$ cat src/rtl/diagonal_monitor.sv
// Sampling checker for the diagonal-walker X/Y pair: checks X >= Y on each
// qualified sample, latches the first violation, counts samples and detects stalls.
module diagonal_monitor #(
  parameter int W         = 4,
  parameter int CNT_W     = 8,
  parameter int STALL_MAX = 8
) (
  input  logic             clk,
  input  logic             reset,
  input  logic             en,
  input  logic             clr,
  input  logic [W-1:0]     x,
  input  logic [W-1:0]     y,
  output logic             prop,
  output logic             fail,
  output logic [W-1:0]     fail_x,
  output logic [W-1:0]     fail_y,
  output logic [CNT_W-1:0] fail_idx,
  output logic [CNT_W-1:0] samples,
  output logic             stall,
  output logic [1:0]       state
);

  localparam int REP_W = $clog2(STALL_MAX + 1);
  localparam logic [REP_W-1:0] REP_MAX = REP_W'(STALL_MAX);
  localparam logic [CNT_W-1:0] CNT_MAX = '1;

  typedef enum logic [1:0] {
    IDLE  = 2'd0,
    TRACK = 2'd1,
    FAIL  = 2'd2
  } state_t;

  state_t             state_q, state_d;
  logic               fail_q, fail_d;
  logic [W-1:0]       fail_x_q, fail_x_d;
  logic [W-1:0]       fail_y_q, fail_y_d;
  logic [CNT_W-1:0]   fail_idx_q, fail_idx_d;
  logic [CNT_W-1:0]   samples_q, samples_d;
  logic               stall_q, stall_d;
  logic [W-1:0]       prev_x_q, prev_x_d;
  logic [W-1:0]       prev_y_q, prev_y_d;
  logic [REP_W-1:0]   rep_cnt_q, rep_cnt_d;

  logic               viol;
  logic               same;
  logic [REP_W-1:0]   rep_inc;
  logic [CNT_W-1:0]   samples_inc;

  always_comb begin
    viol        = (x < y);
    same        = (x == prev_x_q) && (y == prev_y_q);
    rep_inc     = (rep_cnt_q == REP_MAX) ? REP_MAX : rep_cnt_q + 1'b1;
    samples_inc = (samples_q == CNT_MAX) ? samples_q : samples_q + 1'b1;

    state_d    = state_q;
    fail_d     = fail_q;
    fail_x_d   = fail_x_q;
    fail_y_d   = fail_y_q;
    fail_idx_d = fail_idx_q;
    samples_d  = samples_q;
    stall_d    = stall_q;
    prev_x_d   = prev_x_q;
    prev_y_d   = prev_y_q;
    rep_cnt_d  = rep_cnt_q;

    if (clr) begin
      // Clear wins over a coincident sample, which is dropped.
      state_d    = IDLE;
      fail_d     = 1'b0;
      fail_x_d   = '0;
      fail_y_d   = '0;
      fail_idx_d = '0;
      samples_d  = '0;
      stall_d    = 1'b0;
      prev_x_d   = '0;
      prev_y_d   = '0;
      rep_cnt_d  = '0;
    end else if (en) begin
      case (state_q)
        IDLE: begin
          prev_x_d  = x;
          prev_y_d  = y;
          samples_d = CNT_W'(1);
          rep_cnt_d = '0;
          if (viol) begin
            fail_d     = 1'b1;
            fail_x_d   = x;
            fail_y_d   = y;
            fail_idx_d = '0;
            state_d    = FAIL;
          end else begin
            state_d = TRACK;
          end
        end
        TRACK, FAIL: begin
          samples_d = samples_inc;
          prev_x_d  = x;
          prev_y_d  = y;
          if (same) begin
            rep_cnt_d = rep_inc;
            if (rep_inc == REP_MAX) stall_d = 1'b1;
          end else begin
            rep_cnt_d = '0;
          end
          // The first violation is frozen once FAIL is reached.
          if (state_q == TRACK && viol) begin
            fail_d     = 1'b1;
            fail_x_d   = x;
            fail_y_d   = y;
            fail_idx_d = samples_q;
            state_d    = FAIL;
          end
        end
        default: state_d = IDLE;
      endcase
    end
  end

  always_ff @(posedge clk or posedge reset) begin
    if (reset) begin
      state_q    <= IDLE;
      fail_q     <= 1'b0;
      fail_x_q   <= '0;
      fail_y_q   <= '0;
      fail_idx_q <= '0;
      samples_q  <= '0;
      stall_q    <= 1'b0;
      prev_x_q   <= '0;
      prev_y_q   <= '0;
      rep_cnt_q  <= '0;
    end else begin
      state_q    <= state_d;
      fail_q     <= fail_d;
      fail_x_q   <= fail_x_d;
      fail_y_q   <= fail_y_d;
      fail_idx_q <= fail_idx_d;
      samples_q  <= samples_d;
      stall_q    <= stall_d;
      prev_x_q   <= prev_x_d;
      prev_y_q   <= prev_y_d;
      rep_cnt_q  <= rep_cnt_d;
    end
  end

  assign prop     = !viol;
  assign fail     = fail_q;
  assign fail_x   = fail_x_q;
  assign fail_y   = fail_y_q;
  assign fail_idx = fail_idx_q;
  assign samples  = samples_q;
  assign stall    = stall_q;
  assign state    = state_q;

endmodule
$ cat config.mk
export PLATFORM = sky130hd
export DESIGN_NAME = diagonal_monitor
export DESIGN_NICKNAME = d
export VERILOG_FILES = /design/src/rtl/diagonal_monitor.sv
export SDC_FILE = /design/constraint.sdc
export NUM_CORES = 1
export LEC_CHECK = 0
export BUFFER_PORTS_ARGS = -buffer_cell sky130_fd_sc_hd__clkbuf_2
export CAP_MARGIN = 25
export CORE_MARGIN = 4
export CORE_UTILIZATION = 59
export CTS_CLUSTER_SIZE = 24
export DETAILED_ROUTE_END_ITERATION = 10
export GPL_TIMING_DRIVEN = 0
export HOLD_SLACK_MARGIN = 0.08
export PLACE_DENSITY = 0.87
export SLEW_MARGIN = 5
export SYNTH_ARGS = -nofsm -noshare
export SYNTH_HDL_FRONTEND = slang
export SYNTH_SLANG_ARGS = --single-unit
$ cat constraint.sdc
create_clock -name clk -period 3.18 [get_ports clk]
set_input_delay 0.477 -clock clk [delete_from_list [all_inputs] [get_ports clk]]
set_output_delay 0.477 -clock clk [all_outputs]
set_load 0.01 [all_outputs]
==> flow_metrics.tcl, run 1 <==
set metrics [dict create \
    cp_max_fo 10 \
    end_kind "register" \
    synth_compound_area_share_pct 20.8 \
    wire_per_inst_um 15.0 \
    muxShareOfSynthArea_pct 0.476 \
    vias 1683 \
    numCtsBuffers 5 \
    yosys.area_share.simple_pct 17.2 \
    tritoncts "yes" \
    cts_root_buffer "clkbuf_4" \
    worst-r2r-cell-count 9 \
    critPathMaxStageDelay_ns 0.44 \
    setup_viol 0 \
    place_ws_ns 0.718 \
    grt.overflow.total 0 \
    first_pass_iters 4 \
    required_ns 3.46 \
    path_cells "inv_1 > ha_1 > buf_6 > or2_2 > a21o_1 > o31ai_1 > o21bai_1 > buf_2 > a22o_1" \
    grt_max_degree 41 \
    postPlaceCellArea_um2 2350 \
    cellPowerDensity_nw_per_um2 444 \
    fin_nets 271 \
    avgSynthCellArea_um2 10.3 \
    synth_edf_count 0 \
    synthAdderAreaFrac_pct 5.36 \
    synth_top_cell_by_area "dfrtp_1" \
    worst-path-buf-inv 3 \
    drc 0 \
    cp_top_family "compound AO/OA/AOI/OAI gates" \
    clkSinkCount 40 \
    yosysSeqAreaShare_pct 47.6 \
    report.final.slew_viol_count 0 \
    ys_ff_latch 40 \
    synth_common_cells "dfrtp_1, nand2_1, a22o_1" \
    crit_path_start "state[0]" \
    drive_gt1_share_pct 24.7 \
    worstMarginPinSlew_ns 0.832 \
    viasPerCell 5.67 \
    synth_xor_area_share_pct 3.75 \
    final_antenna_net_count 0 \
    yosysMostFrequentCell "dfrtp_1" \
    postLayoutSetupSlackWorst_ns 0.764 \
    htreeDepth 2 \
    drv_cap 0 \
    cp_slowest_cell "dfrtp_1" \
    cp-start-kind "register" \
    tns_ns 0 \
    num_rows 21 \
    antenna_cells 0 \
    synth_top_area_share_pct 47.6 \
    die_width_um 67.7 \
    drt-initial-drc-count 114 \
    status "completed" \
    grt.total_usage_pct 21.3 \
    syn_inst 204 \
    synthTopCellsByArea "dfrtp_1, a22o_1, ha_1" \
    r2r_slack_ns 0.76 \
    dieArea_um2 4580 \
    ys_types 47 \
    grt_pass1_wl_mm 7.35 \
    gp_congestion 0.871 \
    cts-resized-gates 0 \
    ios 41 \
    synth_top_family_by_area "compound AO/OA/AOI/OAI gates" \
    cts.clk_slew.worst_paths_ns 0.12 \
    grt_pass1_vias 1577 \
    arrival_ns 2.70 \
    die_y_um 67.7 \
    stdcell_area_um2 2420 \
    p_leak_nw 1.17 \
    timing.fmax_ghz 0.414 \
    insertion_delay_ns 0.35 \
    cts_buffer_depth 2 \
    async_flop_share_pct 100 \
    yosys_warnings 0 \
    cts_hold_buffers 0 \
    final-hold-violation-count 0 \
    r2r-end "fail_y[3]" \
    fin_crit_sh_pct 76.0 \
    port_buffers 39 \
    hpwl_mm 3.35 \
    synth_ff_type "dfrtp_1" \
    syn-cell-area_um2 2100 \
    finClkSkew_ns 0.00991 \
    areaGrowthSynthToFinish_pct 15.0 \
    timing.rr.start "state[0]" \
    path_class "register to register" \
    period_minus_slack_ns 2.42 \
    max_slew_margin_pct 44.4 \
    ir_worst_vdd_v 0.000369 \
    setup.worst_path.end "fail_y[3]" \
    post_cts_buffers 0 \
    initial_core_util_pct 62.0 \
    antenna_found_initial 0 \
    finalHoldWorstSlack_ns 0.262 \
    p_total_w 0.00107 \
    syn-num-nets 225 \
    rsz0062_at_grt "no" \
    worst_hold_path_type "primary input to asynchronous set/reset pin" \
    wirelength_mm 4.47 \
    path_depth 9 \
    core_area_um2 3390 \
]
metrics by stage:
step,instances,utilization [%]
final,297,71.3
after global routing,297,71.3
after CTS,297,71.3
after detailed placement,289,69.4
after global placement,289,69.4
after floorplan,204,-
final cells by class:
| type | count | area [um2] |
|---|---|---|
| sequential | 40 | 1000 |
| multi-input combinational | 145 | 1000 |
| fill | 259 | 973 |
| timing repair buffer | 39 | 195 |
| tap | 46 | 57.6 |
| clock buffer | 7 | 55.1 |
| buffer | 7 | 55.1 |
| inverter | 12 | 45.0 |
| clock inverter | 1 | 7.51 |
routing by layer:
metal  track usage [%]  share of wire, %  vias up
met2              33.4                48       42
met3              3.49               4.2        5
met4              8.10               1.2        0
li1                  -                 -      820
met1              29.5                47      816
met5                 0                 0        -
registers in the layout, indices dropped and copies added, names as in the netlist:
name,cells
fail_x,4
stall,1
prev_y_q,4
fail_y,4
rep_cnt_q,4
fail_idx,8
prev_x_q,4
samples,8
state,2
fail,1
kinds of logic after synthesis:
kind of cell,count (synthesis)
buf+inv,19
simple gates,66
compound gates,60
flops,40
mux,1
xor+xnor,9
fa+ha+maj,9
placed cells by master, fill, tap and decap left out, types with 2 or more instances in the layout:
master     n
a21o_1     3
a21oi_1   15
a22o_1    16
and3_1     2
clkbuf_1   4
clkbuf_2  39
clkbuf_4   5
clkbuf_8   3
dfrtp_1   40
ha_1       9
inv_1     11
nand2_1   23
nand2b_1   5
nand3_1    9
nand4_1    2
nor2_1    10
nor2b_1    2
o21ai_0    9
o31ai_1    5
xnor2_1    7
xor2_1     2
report_power, final:
group / internal (W) / switching, W / total (W)
Clock: 0.000108 / 0.000166 / 0.000275
Sequential: 0.000536 / 0.0000223 / 0.000558
Combinational: 0.000101 / 0.000140 / 0.000241
Total: 0.000745 / 0.000328 / 0.00107
how the worst min path moves through the flow:
stage | endpoint | slack [ns] | cells past startpoint
2_1_floorplan | rep_cnt_q[3] | 0.49 | 2
3_5_place_dp | fail_idx[4] | 0.49 | 1
4_1_cts | fail_x[2] | 0.29 | 2
6_report | fail_x[2] | 0.26 | 2
3_3_place_gp | fail_idx[7] | 0.48 | 1
5_1_grt | fail_y[2] | 0.32 | 2
No activity file was read; power rests on OpenSTA's default activity.
==> inputs of run 2 (changes only) <==
--- a/config.mk
+++ b/config.mk
@@ -8,12 +8,12 @@
 export BUFFER_PORTS_ARGS = -buffer_cell sky130_fd_sc_hd__clkbuf_2
 export CAP_MARGIN = 25
 export CORE_MARGIN = 4
-export CORE_UTILIZATION = 59
+export CORE_UTILIZATION = 55
 export CTS_CLUSTER_SIZE = 24
 export DETAILED_ROUTE_END_ITERATION = 10
 export GPL_TIMING_DRIVEN = 0
 export HOLD_SLACK_MARGIN = 0.08
-export PLACE_DENSITY = 0.87
+export PLACE_DENSITY = 0.83
 export SLEW_MARGIN = 5
 export SYNTH_ARGS = -nofsm -noshare
 export SYNTH_HDL_FRONTEND = slang
==> constraint.sdc (replaced) <==
create_clock -name clk -period 2.4 [get_ports clk]
set_input_delay 0.36 -clock clk [delete_from_list [all_inputs] [get_ports clk]]
set_output_delay 0.36 -clock clk [all_outputs]
set_load 0.01 [all_outputs]
==> flow_metrics.tcl, run 2 (synthesis gave the netlist of run 1 again) <==
set metrics [dict create \
    status "completed" \
    final-hold-violation-count 0 \
    grt_pass1_wl_mm 7.82 \
    switching_share_pct 29.8 \
    layoutNonFillerInstCount 300 \
    clkSinkCount 40 \
    stdcell_area_um2 2460 \
    grt.total_usage_pct 19.8 \
    areaGrowthSynthToFinish_pct 17.0 \
    setup_viol 0 \
    num_rows 22 \
    first_pass_iters 4 \
    die_y_um 69.8 \
    cts.clk_slew.worst_paths_ns 0.07 \
    grtUsageMet1_pct 26.9 \
    initial_core_util_pct 57.0 \
    rsz0062_at_grt "no" \
    ios 41 \
    drc 0 \
    drive_gt1_share_pct 25.8 \
    finClkSkew_ns 0.00785 \
    dieArea_um2 4870 \
    fin_crit_sh_pct 94.6 \
    finalHoldWorstSlack_ns 0.207 \
    p_comb_share_pct 22.2 \
    grt_max_degree 41 \
    timing.fmax_ghz 0.441 \
    grt_pass1_vias 1676 \
    numCtsBuffers 5 \
    wire_per_inst_um 14.9 \
    cp_max_fo 8 \
    cellPowerDensity_nw_per_um2 607 \
    arrival_ns 2.49 \
    tns_ns 0 \
    power.switching_w 0.000444 \
    clkPwrFrac_pct 28.4 \
    ir_worst_vdd_v 0.000406 \
    antenna_cells 0 \
    end_kind "register" \
    postPlaceCellArea_um2 2360 \
    worst_hold_path_type "primary input to asynchronous set/reset pin" \
    grtUsageMet2_pct 30.2 \
    gp_congestion 0.801 \
    cts_root_buffer "clkbuf_8" \
    path_class "register to register" \
    viasPerCell 5.73 \
    port_buffers 39 \
    final_antenna_net_count 0 \
    power_frac_seq_pct 49.4 \
    required_ns 2.62 \
    p_leak_nw 1.20 \
    htreeDepth 2 \
    wirelength_mm 4.48 \
    period_minus_slack_ns 2.27 \
    layout_common_cells "dfrtp_1, clkbuf_2, nand2_1" \
    fin_nets 273 \
    p_int_w 0.00105 \
    p_total_w 0.00149 \
    core_area_um2 3690 \
    drv_cap 0 \
    worstMarginPinSlew_ns 0.824 \
    grt.overflow.total 0 \
    vias 1719 \
    layout_commonest_cell "dfrtp_1" \
    report.final.slew_viol_count 0 \
    insertion_delay_ns 0.30 \
    cp-start-kind "register" \
    die_width_um 69.8 \
    use_met3_pct 5.94 \
    antenna_found_initial 0 \
    busiest_layer "met2" \
    drt-initial-drc-count 123 \
    place_inst 291 \
    max_slew_margin_pct 45.0 \
    cts_buffer_depth 2 \
    hpwl_mm 3.19 \
    tritoncts "yes" \
]
run 2: changes by cell type in the layout (fill, tap and decap cells not counted), sizes merged:
| cell | before | now |
|---|---|---|
| buf | 2 | 3 |
| clkbuf | 51 | 50 |
| clkinv | 0 | 1 |
run 2: worst paths after layout:
check	slack (ns)	to	cells past startpoint	start
setup / recovery	0.13	stall	8	state[1]
hold / removal	0.21	fail_x[0]	2	reset
setup reg to reg	0.13	stall	8	state[1]
hold reg to reg	0.50	fail_idx[0]	1	fail_idx[0]
max in group asynchronous	1.67	prev_y_q[2]	2	reset
min in group clk	0.34	prev_x_q[0]	3	x[0]
run 2: layout make-up:
cell class,instances,area (um2)
Buffer,7,57.6
Timing Repair Buffer,41,210
Tap cell,48,60.1
Clock buffer,5,68.8
Clock inverter,2,12.5
Fill cell,317,1230
Sequential cell,40,1000
Inverter,12,45.0
Multi-Input combinational cell,145,1000
run 2: stage by stage:
stage               worst slack, ns  utilization [%]
floorplan                     0.188                -
global placement             0.0717             63.9
detailed placement           0.0419             63.9
CTS                          0.0177             66.1
global route                 0.0352             66.7
finish                        0.130             66.7
run 2: repair_timing:
item | 4_1_cts | 5_1_grt
endpoints found under the setup margin | 0 | 11
gates resized for setup | 0 | 2
setup buffers | 0 | 2
hold buffers | 0 | 0
run 2: power by group through the flow:
| stage | clock (W) | sequential, W | combinational (W) |
|---|---|---|---|
| after floorplan | 0 | 0.000761 | 0.000211 |
| after global placement | 0 | 0.000751 | 0.000313 |
| after detailed placement | 0 | 0.000751 | 0.000319 |
| after CTS | 0.000440 | 0.000739 | 0.000322 |
| after global routing | 0.000472 | 0.000744 | 0.000367 |
| final | 0.000424 | 0.000738 | 0.000331 |
run 2: critical path, cell delays in order, from the launching register on:
cell and delay [ns]:
dfrtp_1 0.39, inv_1 0.07, ha_1 0.29, buf_6 0.12
and2b_4 0.20, nand2_4 0.09, or4_4 0.53, or4_1 0.42
o21ai_1 0.09
run 2: metal layers:
metal  wire [um]  vias up  part of all wire (%)
met2        2130       43                    48
met3         246        8                   5.5
met5           0        -                     0
li1            -      830                     -
met1        2040      838                    46
met4          63        0                   1.4
==> inputs of run 3 (changes only) <==
==> constraint.sdc (replaced) <==
create_clock -name clk -period 2.4 [get_ports clk]
set_input_delay 0 -clock clk [delete_from_list [all_inputs] [get_ports clk]]
set_output_delay 0 -clock clk [all_outputs]
set_load 0.01 [all_outputs]
==> flow_metrics.tcl, run 3 (synthesis gave the netlist of run 1 again) <==
set metrics [dict create \
    status "completed" \
    port_buffers 39 \
    ios 41 \
    gp_congestion 0.801 \
    period_minus_slack_ns 2.27 \
    fillCellCount 304 \
    cp_max_fo 8 \
    viasPerCell 5.71 \
    timing.fmax_ghz 0.440 \
    drive_gt1_share_pct 24.8 \
    areaGrowthSynthToFinish_pct 21.8 \
    die_width_um 69.8 \
    worst_hold_path_type "primary input to register" \
    dieArea_um2 4870 \
    wirelength_mm 4.68 \
    grt_pass1_vias 1707 \
    grt.total_usage_pct 20.8 \
    cp_top_family "simple AND/OR/NAND/NOR gates" \
    first_pass_iters 4 \
    final_antenna_net_count 0 \
    required_ns 2.63 \
    core_area_um2 3690 \
    finClkSkew_ns 0.00559 \
    report.final.slew_viol_count 0 \
    grt_max_degree 41 \
    drc 0 \
    postLayoutSetupSlackWorst_ns 0.128 \
    grt_pass1_wl_mm 8.18 \
    clkSinkCount 40 \
    cts_buffer_depth 2 \
    die_y_um 69.8 \
    max_slew_margin_pct 45.6 \
    fin_crit_sh_pct 94.7 \
    initial_core_util_pct 57.0 \
    tns_ns 0 \
    seqCellArea_um2 1000 \
    layout_common_cells "dfrtp_1, clkbuf_2, nand2_1" \
    layout_commonest_cell "dfrtp_1" \
    tritoncts "yes" \
    insertion_delay_ns 0.30 \
    final-hold-violation-count 0 \
    ir_worst_vdd_v 0.000410 \
    setup_viol 0 \
    multi_input_area_um2 1000 \
    num_rows 22 \
    path_class "register to register" \
    hpwl_mm 3.19 \
    vias 1771 \
    place_ws_ns 0.0419 \
    numCtsBuffers 5 \
    place_inst 291 \
    htreeDepth 2 \
    drt-initial-drc-count 140 \
    layoutNonFillerInstCount 310 \
    antenna_cells 0 \
    cp_slowest_cell "or4_4" \
    antenna_found_initial 0 \
    cp-start-kind "register" \
    critPathMaxStageDelay_ns 0.53 \
    p_leak_nw 1.24 \
    fin_nets 283 \
    worst-path-buf-inv 2 \
    end_kind "register" \
    worstMarginPinSlew_ns 0.815 \
    arrival_ns 2.50 \
    drv_cap 0 \
    cellPowerDensity_nw_per_um2 592 \
    grt.overflow.total 0 \
    cts.clk_slew.worst_paths_ns 0.08 \
    cts_root_buffer "clkbuf_8" \
    path_cells "inv_1 > ha_1 > buf_6 > and2b_4 > nand2_4 > or4_4 > or4_1 > o21ai_1" \
    rsz0062_at_grt "no" \
    wire_per_inst_um 15.1 \
]
run 3: cell types whose count changed in the layout (fill, tap and decap cells not counted), sizes merged:
cell         before  now
dlygate4sd3       0   10
run 3: report_power, final:
group | switching, W | total, W | internal (W)
logic | 0.000193 | 0.000346 | 0.000153
clock network | 0.000235 | 0.000431 | 0.000197
registers | 0.0000277 | 0.000738 | 0.000710
total | 0.000455 | 0.00151 | 0.00106
run 3: layout make-up:
| class | count | share of cell area [%] |
|---|---|---|
| clock inverter | 2 | 0.489 |
| clock buffer | 5 | 2.69 |
| sequential | 40 | 39.1 |
| tap | 48 | 2.35 |
| buffer | 7 | 2.25 |
| multi-input combinational | 145 | 39.2 |
| timing repair buffer | 51 | 12.1 |
| inverter | 12 | 1.76 |
run 3: worst reg2reg max path: cells and delay by family (launching register included):
family / cells / cell delay, ns
compound gates: 1 / 0.09
fa+ha+maj: 1 / 0.29
buf+inv: 2 / 0.19
flops: 1 / 0.39
simple gates: 4 / 1.24
run 3: stage by stage:
stage | power (W) | hold WS [ns] | utilization [%] | area (um2)
after global routing | 0.00160 | 0.101 | 69.4 | 2560
final | 0.00151 | 0.0809 | 69.4 | 2560
after global placement | 0.00106 | 0.277 | 63.9 | 2360
after CTS | 0.00151 | 0.0802 | 68.8 | 2540
after detailed placement | 0.00107 | 0.199 | 63.9 | 2360
after floorplan | 0.000972 | 0.131 | - | 2100
run 3: timing repair:
item                                    CTS  global route
hold endpoints to repair                 60             0
gates resized for setup                   0             2
setup buffers                             0             2
hold buffers                             10             0
endpoints found under the setup margin    0            11
run 3: routing by layer:
layer  vias to the layer above  share of wire [%]  wire length [um]  track usage, %
met5                         -                  0                 0               0
met4                         0                1.7                78            7.02
met3                        11                5.9               277            6.38
met2                        53                 47              2180            30.7
met1                       858                 46              2150            28.8
li1                        849                  -                 -               -
run 3: path summary, 6_finish.rpt:
kind / slack, ns / cells after the start / to / start
max: 0.13 / 8 / stall / state[1]
min: 0.08 / 3 / stall / clr
max reg2reg: 0.13 / 8 / stall / state[1]
min reg2reg: 0.50 / 1 / fail_idx[0] / fail_idx[0]
max in group asynchronous: 1.49 / 3 / prev_x_q[0] / reset
min in group asynchronous: 0.40 / 3 / samples[2] / reset
